[config.mk]
export PLATFORM = sky130hd
export DESIGN_NAME = stream_scheduler
export DESIGN_NICKNAME = d
export VERILOG_FILES = /design/src/rtl/stream_scheduler.sv
export SDC_FILE = /design/constraint.sdc
export NUM_CORES = 1
export LEC_CHECK = 0
export ABC_AREA = 1
export BUFFER_PORTS_ARGS = -buffer_cell sky130_fd_sc_hd__buf_2
export CORE_MARGIN = 4
export CORE_UTILIZATION = 36
export CTS_CLUSTER_SIZE = 12
export DETAILED_ROUTE_END_ITERATION = 8
export GPL_TIMING_DRIVEN = 0
export SLEW_MARGIN = 0
export SYNTH_ARGS = -nofsm -noshare
export SYNTH_HDL_FRONTEND = slang
export SYNTH_SLANG_ARGS = --single-unit
[constraint.sdc]
create_clock -name in_clk -period 1.95 [get_ports in_clk]
set_clock_uncertainty 0.1 [all_clocks]
set_input_delay 0.39 -clock in_clk [delete_from_list [all_inputs] [get_ports in_clk]]
set_output_delay 0.39 -clock in_clk [all_outputs]
set_load 0.02 [all_outputs]
[src/rtl/stream_scheduler.sv]
// rtl/stream_scheduler.sv - FIFO-to-sink sample scheduler feeding a UART or I2S sink
// Underrun statistics are compiled in only when STREAM_SCHED_STATS_EN is defined.
module stream_scheduler #(
  parameter int BPS         = 24,
  parameter int LEVEL_W     = 10,
  parameter int PREFILL_LVL = 256,
  parameter int PACE_DIV    = 36864000
) (
  input  logic               in_clk,
  input  logic               in_reset,
  input  logic [BPS-1:0]     in_sample,
  input  logic               in_fifo_empty,
  input  logic [LEVEL_W-1:0] in_fifo_level,
  output logic               out_fifo_rd_en,
  input  logic [1:0]         in_mode,
  output logic [BPS-1:0]     out_uart_sample,
  output logic               out_uart_valid,
  input  logic               in_uart_ready,
  output logic [BPS-1:0]     out_i2s_sample,
  output logic               out_i2s_valid,
  input  logic               in_i2s_ready,
  output logic               out_active,
  output logic [15:0]        out_underrun_cnt
);
  localparam logic [1:0] MODE_UART     = 2'b00;
  localparam logic [1:0] MODE_I2S_SLOW = 2'b01;
  localparam logic [1:0] MODE_HOLD     = 2'b11;
  localparam int PACE_W = (PACE_DIV > 1) ? $clog2(PACE_DIV) : 1;
  localparam logic [PACE_W-1:0]  PACE_LAST  = PACE_W'(PACE_DIV - 1);
  localparam logic [LEVEL_W-1:0] PREFILL_TH = LEVEL_W'(PREFILL_LVL);

  typedef enum logic [2:0] {S_IDLE, S_PREFILL, S_REQ, S_FETCH, S_PRESENT} state_t;

  state_t             state_q, state_d;
  logic [1:0]         mode_q, mode_d;
  logic [BPS-1:0]     sample_q, sample_d;
  logic [PACE_W-1:0]  pace_cnt_q, pace_cnt_d;
  logic               pending_q, pending_d;
  logic               rd_req, mode_changed, i2s_mode, pace_ok, sink_ready, enter_prefill;
  logic [LEVEL_W-1:0] fill_th;

  assign mode_changed = (in_mode != mode_q);
  assign i2s_mode     = (mode_q != MODE_UART);
  assign pace_ok      = (mode_q != MODE_I2S_SLOW) || pending_q;
  assign sink_ready   = i2s_mode ? in_i2s_ready : in_uart_ready;
  assign fill_th      = i2s_mode ? PREFILL_TH : LEVEL_W'(1);

  always_comb begin
    state_d  = state_q;
    mode_d   = mode_q;
    sample_d = sample_q;
    rd_req   = 1'b0;
    case (state_q)
      S_IDLE: begin
        if (in_mode != MODE_HOLD) begin
          mode_d  = in_mode;
          state_d = S_PREFILL;
        end
      end
      S_PREFILL: begin
        if (mode_changed)                 state_d = S_IDLE;
        else if (in_fifo_level >= fill_th) state_d = S_REQ;
      end
      S_REQ: begin
        if (mode_changed) begin
          state_d = S_IDLE;
        end else if (pace_ok) begin
          if (in_fifo_empty) begin
            state_d = S_PREFILL;
          end else begin
            rd_req  = 1'b1;
            state_d = S_FETCH;
          end
        end
      end
      S_FETCH: begin
        sample_d = in_sample;
        state_d  = S_PRESENT;
      end
      S_PRESENT: begin
        // A pending mode change waits until the in-flight sample is accepted.
        if (sink_ready) state_d = mode_changed ? S_IDLE : S_REQ;
      end
      default: state_d = S_IDLE;
    endcase
  end

  assign enter_prefill = (state_d == S_PREFILL) && (state_q != S_PREFILL);

  always_comb begin
    pace_cnt_d = pace_cnt_q;
    pending_d  = pending_q;
    if (state_q == S_IDLE || mode_q != MODE_I2S_SLOW || enter_prefill) begin
      pace_cnt_d = '0;
      pending_d  = 1'b0;
    end else if (pace_cnt_q == PACE_LAST) begin
      pace_cnt_d = '0;
      pending_d  = 1'b1;
    end else begin
      pace_cnt_d = pace_cnt_q + PACE_W'(1);
      if (rd_req) pending_d = 1'b0;
    end
  end

  always_ff @(posedge in_clk) begin
    if (in_reset) begin
      state_q    <= S_IDLE;
      mode_q     <= MODE_UART;
      sample_q   <= '0;
      pace_cnt_q <= '0;
      pending_q  <= 1'b0;
    end else begin
      state_q    <= state_d;
      mode_q     <= mode_d;
      sample_q   <= sample_d;
      pace_cnt_q <= pace_cnt_d;
      pending_q  <= pending_d;
    end
  end

`ifdef STREAM_SCHED_STATS_EN
  logic [15:0] underrun_cnt_q, underrun_cnt_d;
  logic        underrun_evt;

  assign underrun_evt = (state_q == S_REQ) && !mode_changed && pace_ok && in_fifo_empty && i2s_mode;

  always_comb begin
    underrun_cnt_d = underrun_cnt_q;
    if (underrun_evt && underrun_cnt_q != 16'hFFFF) underrun_cnt_d = underrun_cnt_q + 16'd1;
  end

  always_ff @(posedge in_clk) begin
    if (in_reset) underrun_cnt_q <= '0;
    else          underrun_cnt_q <= underrun_cnt_d;
  end

  assign out_underrun_cnt = underrun_cnt_q;
`else
  assign out_underrun_cnt = 16'd0;
`endif

  // Reset gates the handshake outputs immediately, even mid-transfer.
  assign out_fifo_rd_en  = rd_req && !in_reset;
  assign out_uart_valid  = (state_q == S_PRESENT) && !i2s_mode && !in_reset;
  assign out_i2s_valid   = (state_q == S_PRESENT) && i2s_mode && !in_reset;
  assign out_uart_sample = sample_q;
  assign out_i2s_sample  = sample_q;
  assign out_active      = (state_q != S_IDLE) && !in_reset;

endmodule

==> metrics.md <==
| Metric | Value |
|---|---|
| Status | complete, but fails checks |
| Failing checks | negative setup slack |
| Die W | approximately 100 um |
| Num CTS Buffers | 5 |
| Area grow syn2layout | 38.4% |
| Crit end category | output port |
| R2r worst-path depth | 15 |
| Worst skew pair latency | approximately 0.31 ns |
| Hold Crit Class | in2reg |
| First-pass DRT Iterations | 4 |
| Hold path endpoint | mode_q[0]$_SDFFE_PP0P_ |
| Hold_sp | in_reset |
| GRT Total Usage | between 10% and 20% |
| Final setup TNS | -3.97 ns |
| Routability cong. | ~0.85 |
| Row cnt | 32 |
| Worst path arrival time | 1.63 ns |
| Crit path kind | reg2out |
| Placed inst area | approximately 3500 um^2 |
| Initial DRC count | between 80 and 90 |
| Max-Cap Viols | 0 |
| Max stage delay on crit path | roughly 0.40 ns |
| Layout cells sized above 1 | a little over two fifths |
| Design area | between 4000 and 5000 um^2 |
| Chip Height | slightly below 100 um |
| Num ports | roughly 110 |
| Main synth FF type | dfxtp_1 |
| R2r setup slk | -0.15 ns |
| Crit. path cell count | 5 |
| DIE AREA | about 9600 um^2 |
| Final Worst Setup Slack | -0.173 ns |
| Core Footprint | 7810 um^2 |
| Post-synth top area cell | dfxtp_1 |
| Final hold slack | about 0.19 ns |
| Final setup viols | 31 |
| Initial antenna violation count | 0 |
| Final cell count without fillers | 633 |
| Async S/R FF share, synth | 0% |
| WL final | roughly 7300 um |
| Post-synth EDFFs | 0 |
| Mean post-synth cell area | 7.30 um^2 |
| Worst path slowest cell | or3_4 |
| Vias per cell | 4.40 |
| Post-synth top area share | approximately two fifths |
| Hold-critical path depth | 2 |
| Synth warn | 0 |
| Nets | 573 |
| Dpl hpwl | ~5300 um |
| Place WS | -0.168 ns |
| Reg2reg end | pace_cnt_q[14]$_SDFF_PP0_ |
| Via count | 2,787 |
| Cell area after synthesis | 2910 um^2 |
| FF-to-FF Start | mode_q[0]$_SDFFE_PP0P_ |
| Startpoint types | flop |
| CP delay by family, top | simple AND/OR/NAND/NOR gates |
| Final Critical Period | roughly 2.1 ns |
| Final slew viol count | 0 |
| Final Core Density | 51.5% |
| Worst slew pin tran | slightly above 0.7 ns |
| TritonCTS clock tree | built |
| Worst VDD drop | between 300 and 400 uV |
| Cell Pwr Density | 538 nW/um^2 |
| Area contributors post-synth | dfxtp_1 (39%), nand2_1 (11%), buf_4 (10%) |
| Tot Pwr | between 2 and 2.5 mW |
| Initial core utilization | between 30% and 40% |
| Clk sink count | 56 |
| Drt drc | 0 |
| First-pass GRT wire length | 11,600 um |
| Antenna Nets Post-Route | 0 |
| Clock Path Buffers | 2 |
| Leak pwr | between 1.5 and 2 nW |
| Number of hold violations in the final report | 0 |
| RSZ-0062 raised after global routing | true |
| Fmax | 471 MHz |
| Vias in the first global route | approximately 2,600 |
| Port Buffers | just over 90 |
| CP bufs+invs | 1 |
| Clk pin slew, worst setup/hold paths | around 0.1 ns |
| Routed length per placed instance | between 10 and 15 um |
| Period utilisation layout | 109% |
| Syn Inst Count | between 300 and 400 |
| Sequential share of the synthesized area | between 30 and 40% |
| Dpl cells | between 600 and 700 |
| Number of diodes | 0 |
| Worst-path maximum fanout | 4 |
| Largest net degree at the start of global routing | 19 |
| Netlist cell types | 30 |
| Crit-path cells | nor3_4 -> nand2_2 -> or3_4 -> nor2_4 -> buf_6 |
| Slew HR | between 50% and 60% |
| Fillers | roughly 800 |
| H-tree depth | 2 |
| Number of synthesized register bits | 56 |
| Root buffer cell | clkbuf_8 |
| GRT overflow | 0 |
| CP required | roughly 1.5 ns |
## flip-flops by register name, summed over array words and instances, names as in the netlist
register and cells:
pace_cnt_q 26, state_q 3, out_i2s_sample 24, pending_q 1, mode_q 2
## cell usage in the layout, fill, tap and decap left out, drive strengths merged
cell type / instances
a21oi: 30
nand2: 91
ha: 2
clkinvlp: 1
conb: 16
o21ai: 1
clkbuf: 14
inv: 46
nand4: 7
nor2: 55
nor3: 12
or2: 1
nor4: 4
nand3: 11
xor2: 11
a211oi: 2
buf: 152
and2: 1
nand3b: 1
or3: 1
xnor2: 15
dfxtp: 56
and3: 1
## power breakdown
group / internal (mW) / switching [mW] / leakage [nW] / total [mW]
clock: 0.297 / 0.382 / 0.0493 / 0.679
sequential: 1.16 / 0.0157 / 0.455 / 1.17
combinational: 0.141 / 0.174 / 1.27 / 0.315
total: 1.59 / 0.571 / 1.77 / 2.16
## area by class of cell
class                      instances  area, um^2  area share (%)
clock buffer                       6        82.6            2.05
buffer                            50         368            9.15
tap                              102         128            3.17
inverter                          45         169            4.20
sequential                        56        1130            28.2
clock inverter                     2        18.8           0.467
multi-input combinational        262        1470            36.5
timing repair buffer             110         652            16.2
## synth_stat cells, types with 3 or more instances
library cell	count
nand2_1	89
dfxtp_1	56
nor2_1	50
inv_1	43
buf_4	40
a21oi_1	30
xnor2_1	15
xor2_1	11
nor3_1	9
nand3_1	8
clkbuf_1	7
nand4_1	7
nor4_1	4
nand3_2	3
nor2_4	3
nor3_2	3
## timing repair
item                       in CTS  in global routing
gates cloned                    2                  0
setup endpoints to repair      26                 45
pin swaps                       6                 13
gates resized for setup        25                 47
setup buffers                  16                  3
hold buffers                    0                  0
## worst max-delay path by stage
stage	startpoint	endpoint	slack, ns
final	state_q[2]$_SDFF_PP0_	out_fifo_rd_en	-0.17
after global routing	mode_q[0]$_SDFFE_PP0P_	pace_cnt_q[8]$_SDFF_PP0_	-0.28
after CTS	state_q[1]$_SDFF_PP0_	out_fifo_rd_en	-0.14
after detailed placement	mode_q[0]$_SDFFE_PP0P_	pace_cnt_q[16]$_SDFF_PP0_	-0.17
after global placement	mode_q[0]$_SDFFE_PP0P_	pace_cnt_q[16]$_SDFF_PP0_	-0.13
after floorplan	mode_q[0]$_SDFFE_PP0P_	pace_cnt_q[16]$_SDFF_PP0_	0.09
## worst reg2reg max path: stages, from the launching register on
cell and delay, ns:
dfxtp_4 0.38, nor2_4 0.15, ha_4 0.22, nor2_2 0.09, nand2_1 0.06, nor2_1 0.11
nand2_1 0.07, nand2_2 0.09, nand3_2 0.08, nand2_2 0.09, nand2_2 0.07, nand2_2 0.08
nand3_4 0.08, nand3_4 0.15, buf_6 0.15, nor2_1 0.04
## metal layers
metal  global-route usage (%)  wire (um)  vias to the layer above
met5                        0          0                        -
met4                     4.47        102                        0
met3                     3.29        506                       10
met2                     24.9       3710                       87
met1                     17.3       2980                     1246
li1                         -          -                     1444
## cells by family after synthesis
logic type | Yosys count | synth area share [%]
flops | 56 | 38.6
buf+inv | 95 | 18.3
fa+ha+maj | 2 | 0.861
other cells | 1 | 0.129
xor+xnor | 26 | 7.83
compound gates | 33 | 5.85
simple gates | 185 | 28.5
No activity file was read; power rests on OpenSTA's default activity.
